File: src/rtl/datapath_pkg.sv
// Shared encodings for the datapath controller: opcodes, ALU operations and FSM states.
// Also holds small decode helpers used by the controller and its decoder.
package datapath_pkg;

  localparam logic [2:0] OP_MOVI = 3'b000;
  localparam logic [2:0] OP_MOV  = 3'b001;
  localparam logic [2:0] OP_ADD  = 3'b010;
  localparam logic [2:0] OP_CMP  = 3'b011;
  localparam logic [2:0] OP_AND  = 3'b100;
  localparam logic [2:0] OP_MVN  = 3'b101;

  localparam logic [1:0] ALU_ADD = 2'b00;
  localparam logic [1:0] ALU_SUB = 2'b01;
  localparam logic [1:0] ALU_AND = 2'b10;
  localparam logic [1:0] ALU_NOT = 2'b11;

  typedef enum logic [2:0] {
    S_IDLE,
    S_WIMM,
    S_GETA,
    S_GETB,
    S_EXEC,
    S_WB,
    S_DONE,
    S_ERR
  } state_e;

  function automatic logic [1:0] alu_op_for(input logic [2:0] op);
    logic [1:0] res;
    res = ALU_ADD;
    case (op)
      OP_MOV:  res = ALU_ADD;
      OP_ADD:  res = ALU_ADD;
      OP_CMP:  res = ALU_SUB;
      OP_AND:  res = ALU_AND;
      OP_MVN:  res = ALU_NOT;
      default: res = ALU_ADD;
    endcase
    return res;
  endfunction

  // MOV and MVN only use operand B, so operand A is forced to zero.
  function automatic logic b_only_op(input logic [2:0] op);
    return (op == OP_MOV) || (op == OP_MVN);
  endfunction

endpackage

File: src/rtl/datapath_ctrl_if.sv
// Command handshake between a requester and the datapath controller,
// including the done/err completion pulses.
interface datapath_ctrl_if;
  logic       cmd_valid;
  logic       cmd_ready;
  logic [2:0] cmd_op;
  logic [2:0] cmd_rd;
  logic [2:0] cmd_rn;
  logic [2:0] cmd_rm;
  logic [1:0] cmd_shift;
  logic [7:0] cmd_imm8;
  logic       done;
  logic       err;

  modport master (
    output cmd_valid, cmd_op, cmd_rd, cmd_rn, cmd_rm, cmd_shift, cmd_imm8,
    input  cmd_ready, done, err
  );

  modport slave (
    input  cmd_valid, cmd_op, cmd_rd, cmd_rn, cmd_rm, cmd_shift, cmd_imm8,
    output cmd_ready, done, err
  );
endinterface

File: src/rtl/dp_ctrl_decode.sv
// Combinational decode of controller state plus captured command fields into
// the datapath strobes; anything not driven by the current state stays 0.
module dp_ctrl_decode
  import datapath_pkg::*;
(
  input  state_e     state_i,
  input  logic [2:0] op_i,
  input  logic [2:0] rd_i,
  input  logic [2:0] rn_i,
  input  logic [2:0] rm_i,
  input  logic [1:0] shift_i,
  output logic [2:0] readnum_o,
  output logic [2:0] writenum_o,
  output logic       vsel_o,
  output logic       loada_o,
  output logic       loadb_o,
  output logic       asel_o,
  output logic       bsel_o,
  output logic [1:0] shift_o,
  output logic [1:0] aluop_o,
  output logic       loadc_o,
  output logic       loads_o,
  output logic       write_o
);

  always_comb begin
    readnum_o  = 3'd0;
    writenum_o = 3'd0;
    vsel_o     = 1'b0;
    loada_o    = 1'b0;
    loadb_o    = 1'b0;
    asel_o     = 1'b0;
    bsel_o     = 1'b0;
    shift_o    = 2'd0;
    aluop_o    = 2'd0;
    loadc_o    = 1'b0;
    loads_o    = 1'b0;
    write_o    = 1'b0;
    case (state_i)
      S_WIMM: begin
        write_o    = 1'b1;
        vsel_o     = 1'b1;
        writenum_o = rd_i;
      end
      S_GETA: begin
        readnum_o = rn_i;
        loada_o   = 1'b1;
      end
      S_GETB: begin
        readnum_o = rm_i;
        loadb_o   = 1'b1;
      end
      S_EXEC: begin
        bsel_o  = 1'b0;
        shift_o = shift_i;
        asel_o  = b_only_op(op_i);
        aluop_o = alu_op_for(op_i);
        // CMP only updates status; every other op latches the result in C.
        if (op_i == OP_CMP) loads_o = 1'b1;
        else                loadc_o = 1'b1;
      end
      S_WB: begin
        write_o    = 1'b1;
        vsel_o     = 1'b0;
        writenum_o = rd_i;
      end
      default: ;
    endcase
  end

endmodule

File: src/rtl/datapath_ctrl.sv
// Moore controller sequencing register reads, ALU execution and write-back
// on an external 16-bit datapath, one command at a time.
module datapath_ctrl
  import datapath_pkg::*;
(
  input  logic             clk,
  input  logic             reset_n,
  datapath_ctrl_if.slave   cmd,
  output logic [2:0]       readnum,
  output logic [2:0]       writenum,
  output logic             vsel,
  output logic             loada,
  output logic             loadb,
  output logic             asel,
  output logic             bsel,
  output logic [1:0]       shift,
  output logic [1:0]       ALUop,
  output logic             loadc,
  output logic             loads,
  output logic             write,
  output logic [15:0]      datapath_in
);

  state_e     state_q, state_d;
  logic [2:0] op_q, rd_q, rn_q, rm_q;
  logic [1:0] shift_q;
  logic [7:0] imm_q;
  logic       accept;

  assign cmd.cmd_ready = (state_q == S_IDLE) && reset_n;
  assign cmd.done      = (state_q == S_DONE);
  assign cmd.err       = (state_q == S_ERR);
  assign accept        = cmd.cmd_valid && cmd.cmd_ready;

  always_ff @(posedge clk) begin
    if (!reset_n) begin
      state_q <= S_IDLE;
      op_q    <= 3'd0;
      rd_q    <= 3'd0;
      rn_q    <= 3'd0;
      rm_q    <= 3'd0;
      shift_q <= 2'd0;
      imm_q   <= 8'd0;
    end else begin
      state_q <= state_d;
      if (accept) begin
        op_q    <= cmd.cmd_op;
        rd_q    <= cmd.cmd_rd;
        rn_q    <= cmd.cmd_rn;
        rm_q    <= cmd.cmd_rm;
        shift_q <= cmd.cmd_shift;
        imm_q   <= cmd.cmd_imm8;
      end
    end
  end

  always_comb begin
    state_d = state_q;
    case (state_q)
      S_IDLE: begin
        if (accept) begin
          case (cmd.cmd_op)
            OP_MOVI:                state_d = S_WIMM;
            OP_MOV, OP_MVN:         state_d = S_GETB;
            OP_ADD, OP_AND, OP_CMP: state_d = S_GETA;
            default:                state_d = S_ERR;
          endcase
        end
      end
      S_WIMM:  state_d = S_DONE;
      S_GETA:  state_d = S_GETB;
      S_GETB:  state_d = S_EXEC;
      S_EXEC:  state_d = (op_q == OP_CMP) ? S_DONE : S_WB;
      S_WB:    state_d = S_DONE;
      S_DONE:  state_d = S_IDLE;
      S_ERR:   state_d = S_IDLE;
      default: state_d = S_IDLE;
    endcase
  end

  // Immediate is sign-extended from the captured byte and driven in every state.
  assign datapath_in[7:0] = imm_q;
  for (genvar gi = 8; gi < 16; gi++) begin : g_sext
    assign datapath_in[gi] = imm_q[7];
  end

  dp_ctrl_decode u_decode (
    .state_i    (state_q),
    .op_i       (op_q),
    .rd_i       (rd_q),
    .rn_i       (rn_q),
    .rm_i       (rm_q),
    .shift_i    (shift_q),
    .readnum_o  (readnum),
    .writenum_o (writenum),
    .vsel_o     (vsel),
    .loada_o    (loada),
    .loadb_o    (loadb),
    .asel_o     (asel),
    .bsel_o     (bsel),
    .shift_o    (shift),
    .aluop_o    (ALUop),
    .loadc_o    (loadc),
    .loads_o    (loads),
    .write_o    (write)
  );

endmodule

File: src/flat_wrapper.sv
// flat-port wrapper written by rule: the top's interface ports become plain ports
module datapath_ctrl_flat import datapath_pkg::*;
  (clk, reset_n, readnum, writenum, vsel, loada, loadb, asel, bsel, shift, ALUop, loadc, loads, write, datapath_in, cmd_cmd_valid, cmd_cmd_op, cmd_cmd_rd, cmd_cmd_rn, cmd_cmd_rm, cmd_cmd_shift, cmd_cmd_imm8, cmd_cmd_ready, cmd_done, cmd_err);
  datapath_ctrl_if cmd_i ();
  input  logic clk;
  input  logic reset_n;
  output logic [2:0] readnum;
  output logic [2:0] writenum;
  output logic vsel;
  output logic loada;
  output logic loadb;
  output logic asel;
  output logic bsel;
  output logic [1:0] shift;
  output logic [1:0] ALUop;
  output logic loadc;
  output logic loads;
  output logic write;
  output logic [15:0] datapath_in;
  input wire logic [$bits(cmd_i.cmd_valid)-1:0] cmd_cmd_valid;
  input wire logic [$bits(cmd_i.cmd_op)-1:0] cmd_cmd_op;
  input wire logic [$bits(cmd_i.cmd_rd)-1:0] cmd_cmd_rd;
  input wire logic [$bits(cmd_i.cmd_rn)-1:0] cmd_cmd_rn;
  input wire logic [$bits(cmd_i.cmd_rm)-1:0] cmd_cmd_rm;
  input wire logic [$bits(cmd_i.cmd_shift)-1:0] cmd_cmd_shift;
  input wire logic [$bits(cmd_i.cmd_imm8)-1:0] cmd_cmd_imm8;
  output wire logic [$bits(cmd_i.cmd_ready)-1:0] cmd_cmd_ready;
  output wire logic [$bits(cmd_i.done)-1:0] cmd_done;
  output wire logic [$bits(cmd_i.err)-1:0] cmd_err;
  assign cmd_i.cmd_valid = cmd_cmd_valid;
  assign cmd_i.cmd_op = cmd_cmd_op;
  assign cmd_i.cmd_rd = cmd_cmd_rd;
  assign cmd_i.cmd_rn = cmd_cmd_rn;
  assign cmd_i.cmd_rm = cmd_cmd_rm;
  assign cmd_i.cmd_shift = cmd_cmd_shift;
  assign cmd_i.cmd_imm8 = cmd_cmd_imm8;
  assign cmd_cmd_ready = cmd_i.cmd_ready;
  assign cmd_done = cmd_i.done;
  assign cmd_err = cmd_i.err;
  datapath_ctrl u_core (.clk(clk), .reset_n(reset_n), .cmd(cmd_i), .readnum(readnum), .writenum(writenum), .vsel(vsel), .loada(loada), .loadb(loadb), .asel(asel), .bsel(bsel), .shift(shift), .ALUop(ALUop), .loadc(loadc), .loads(loads), .write(write), .datapath_in(datapath_in));
endmodule
File: config.mk
export PLATFORM = sky130hd
export DESIGN_NAME = datapath_ctrl_flat
export DESIGN_NICKNAME = d
export VERILOG_FILES = /design/src/rtl/datapath_pkg.sv /design/src/rtl/datapath_ctrl_if.sv /design/src/rtl/dp_ctrl_decode.sv /design/src/rtl/datapath_ctrl.sv /design/src/flat_wrapper.sv
export SDC_FILE = /design/constraint.sdc
export NUM_CORES = 1
export LEC_CHECK = 0
export CAP_MARGIN = 20
export CORE_MARGIN = 1
export CORE_UTILIZATION = 44
export CTS_CLUSTER_SIZE = 12
export DETAILED_ROUTE_END_ITERATION = 8
export GPL_TIMING_DRIVEN = 1
export PLACE_DENSITY = 0.85
export SYNTH_ARGS = -nofsm -noshare
export SYNTH_HDL_FRONTEND = slang
export SYNTH_SLANG_ARGS = --single-unit
File: constraint.sdc
create_clock -name clk -period 2.2 [get_ports clk]
set_input_delay 0.44 -clock clk [delete_from_list [all_inputs] [get_ports clk]]
set_output_delay 0.44 -clock clk [all_outputs]
set_load 0.01 [all_outputs]
# Word level (Yosys, flattened, before mapping)
# Index checks and enable logic that the tools add are counted.
# op_classes
n_reduce_logical,9
n_mux,18
eq_ne,17
# ops
op,n
3-bit == test (second input constant),8
3-bit one-hot mux with 6 select lines,1
3-bit by 2-bit == test with 1-bit output (second input constant),5
3-bit by 1-bit == test with 1-bit output (second input constant),3
1-bit two-way mux,9
3-bit one-hot mux with 3 select lines,1
3-bit logical NOT,2
2-bit two-way mux,3
3-bit two-way mux,2
2-bit one-hot mux with 3 select lines,1
3-bit one-hot mux with 2 select lines,1
2-bit OR reduction,3
3-bit OR reduction,1
1-bit logical AND,2
2-bit by 1-bit != test with 1-bit output (second input constant),1
1-bit logical OR,1
# totals
regBits,25
input_bits,25
elab_cells,51
out_inout_bits,37

# Depth between registers and ports, before layout
# depth
ltp_word,5
depth_mapped,5
mapped_depth_nobuf,3

# By module
# From an unflattened synthesis, not the netlist that was laid out.
# hier_totals
hier_cells,158
area_unflattened_um2,1332.5
# modules_own_cells
module,instances,area_per_inst_um2,cells_each
datapath_ctrl,1,1142.3,127
dp_ctrl_decode,1,190.2,31

# Least setup slack after synthesis
# OpenSTA, ideal clock, no wires.
# synth_path
path_type,flip-flop to output port
start,register u_core.state_q[0]
end,output port writenum[0]
t_required_ns,1.760
n_path_buf,1
arrival_ns,1.033
path_slack_ns,0.727
stages_incl_launch_ff,5
cell_sequence,dfxtp_1 buf_4 inv_1 nor2_1 and2_1
# synth_via
elab_chain_cells,3
elab_cells_between_ends,4
# synth_rtl
element,line_no,text
start: declaration,datapath_ctrl.sv:24,"state_e state_q, state_d;"
start signal: assignment,datapath_ctrl.sv:45,state_q <= state_d;
3-bit by 1-bit == test with 1-bit output or 3-bit == test (tied branches),dp_ctrl_decode.sv:39,case (state_i)
2-bit OR reduction (no source line) *,n/a,
3-bit two-way mux *,dp_ctrl_decode.sv:39,
end: declaration,flat_wrapper.sv:8,output logic [2:0] writenum;
# Every way passes the cells marked *; elsewhere a longest branch is shown, timed or not.

# Worst setup path after layout
# layout_path
start,register u_core.state_q[0]
end,output port loada
# layout_via
elab_chain_cells,2
# layout_rtl
element,line_no,text
3-bit by 2-bit == test with 1-bit output,dp_ctrl_decode.sv:39,
1-bit two-way mux,dp_ctrl_decode.sv:39,
end: declaration,flat_wrapper.sv:10,output logic loada;
# No other way between the ends.

==> flow_summary.ini <==
[clocking]
cts.path.max_buffers = 2
clkTransAtPathRegs_ns = 0.13
clock_latency_ns = 0.32
htree_levels = 1
cts_sinks = 25
cts_tree = yes
numCtsBuffers = 3
postCtsHoldBufs = 0
cts-root-buf = clkbuf_4

[logic_synthesis]
synth_edf_count = 0
ys_seq_elements = 25
syn_inst = 155
ys.flop_type = dfxtp_1
synth_area_leader_cell = dfxtp_1
async_flop_share_pct = 0
syn_avg_cell_area_um2 = 8.47
yosysWarnings = 0
yosysSeqAreaShare_pct = 38.1
syn-num-nets = 180
synth.distinct_cells = 29
synth_top_area_share_pct = 38.1
netlist_area_um2 = 1310
synth_commonest_cells = dfxtp_1, mux2i_1, nand2_1
synthTopCellsByArea = dfxtp_1, mux2i_1, nand2_1

[hold_path]
worstHoldStart = u_core.imm_q[4]$_SDFFE_PN0P_
holdPathEnd = u_core.imm_q[4]$_SDFFE_PN0P_
hold_class = reg -> reg
hold_depth = 2

[floorplanning]
rows = 19
die_h_um = 56.6
die_x_um = 56.6
core_um2 = 2780
dieArea_um2 = 3210
pin_count = 62
initial_utilization_pct = 47.2

[worst_setup_path]
critPathRequiredTime_ns = 1.76
r2r_cells = 4
arrival_ns = 1.68
end_kind = output port
worstReg2RegEnd = u_core.state_q[0]$_SDFFE_PN0P_
critPathLaunchType = flop
r2r_start = u_core.state_q[1]$_SDFFE_PN0P_
rrSetupSlack_ns = 0.78
crit_type = reg -> out
cp_max_fo = 9

[cells_and_area]
fin_util_pct = 70.6
fillCellCount = 228
n_antenna_cell = 0
finish.instance_area_um2 = 1960
areaGrowthSynthToFinish_pct = 49.7
fin_nets = 235
finalNonFillerCells = 240
drive_above_1_share_pct = 8.61

[global_route]
grt_pass1_wl_mm = 4.75
overflow = 0
gr-usage-all-layers_pct = 19.4
grt_max_degree = 27
antenna_found_initial = 0
grt_pass1_vias = 1133

[sta]
fin_crit_ns = 2.12
finalCritPeriodShare_pct = 96.3
setup-violations-final = 0
final.setup.tns_ns = 0
clock.fmax_mhz = 472
setup_slack_ns = 0.0823
slew_violations = 0
skew_ns = 0.00755
hold_violations = 0

[placement]
place_hpwl_mm = 2.32
io_buffers = 60
placed_cells = 235
place_area_um2 = 1880
gp_congestion = 0.779
dp_slack_ns = 0.0742

[power]
vdd_drop_max_v = 0.000458
leakagePower_uw = 0.00110
p_per_area_nw_per_um2 = 725

[detailed_routing]
drt-vias-per-instance = 4.84
dr_total_vias = 1162
wire_per_inst_um = 13.0
first_pass_iters = 4
wl_mm = 3.13
drc = 0
final_antenna_net_count = 0
drt_iter0_drc = 13

[job]
cap_violations = 0

[outcome]
status = complete, no violations
[layout by cell type (no fill, tap or decap), types with 2 or more instances in the layout]
cell type	synthesis	final
nor3_1	2	2
nand2b_1	5	5
mux2i_1	25	25
clkdlybuf4s50_1	0	51
nand2_1	24	24
buf_4	10	6
and2_1	7	7
and3_1	2	2
dfxtp_2	0	2
clkbuf_4	0	3
nor2_2	0	2
nor2_1	8	6
dfxtp_1	25	23
dlymetal6s2s_1	0	9
inv_1	23	23
a31oi_1	2	2
[flip-flops by register name, indices dropped and copies added, names as in the netlist]
signal and flops:
u_core.imm_q 8, u_core.op_q 3, u_core.state_q 3, u_core.rn_q 3, u_core.rd_q 3, u_core.rm_q 3
u_core.shift_q 2
[worst max path at each step]
stage                     depth (start not counted)  slack [ns]       endpoint                      startpoint
final                                             4        0.08          loada  u_core.state_q[0]$_SDFFE_PN0P_
after global routing                              3       -0.01       shift[1]  u_core.state_q[2]$_SDFFE_PN0P_
after CTS                                         4      0.0009       ALUop[0]  u_core.state_q[0]$_SDFFE_PN0P_
after detailed placement                          4        0.07  cmd_cmd_ready                         reset_n
after global placement                            4        0.09  cmd_cmd_ready                         reset_n
after floorplan                                   4        0.73    writenum[0]  u_core.state_q[0]$_SDFFE_PN0P_
[logic make-up after synthesis]
family | count (synthesis) | synth area share [%]
AND/OR/NAND/NOR | 55 | 22.0
flip-flops | 25 | 38.1
buffers and inverters | 40 | 15.5
AO/OA/AOI/OAI | 9 | 4.96
multiplexers | 25 | 19.1
other | 1 | 0.286
[per-stage QoR]
stage	total power (µW)	hold slack (ns)
5_1_grt	1510	0.497
4_1_cts	1420	0.474
3_3_place_gp	1170	0.439
3_5_place_dp	1200	0.457
2_1_floorplan	948	0.433
6_report	1420	0.467
[worst max-delay path, cell delays in order (launching register included)]
cell and delay [ns]:
dfxtp_2 0.37, buf_4 0.18, nor2_2 0.13, and2_1 0.15
clkdlybuf4s50_1 0.53
[cell type report]
type | count | area [µm²] | area share, %
multi-input combinational | 90 | 631 | 32.1
tap | 31 | 38.8 | 1.97
timing repair buffer | 67 | 679 | 34.6
sequential | 25 | 503 | 25.6
inverter | 23 | 86.3 | 4.39
clock buffer | 4 | 26.3 | 1.34
[power breakdown]
part / internal (µW) / switching [µW] / total [µW]
sequential: 536 / 59.0 / 595
clock: 71.1 / 137 / 208
combinational: 344 / 277 / 620
[per-layer routing]
layer	global-route usage [%]	share of wire, %
met2	36.0	54
met4	11.8	4.0
met3	3.69	3.7
met5	0	0
met1	19.7	38
[timing repair]
action	in CTS	in global routing
endpoints found under the setup margin	4	13
resized for setup	4	13
buffers inserted	0	1
endpoints found under the hold margin	0	0
pin swaps	0	1
No activity file was read; power rests on OpenSTA's default activity.
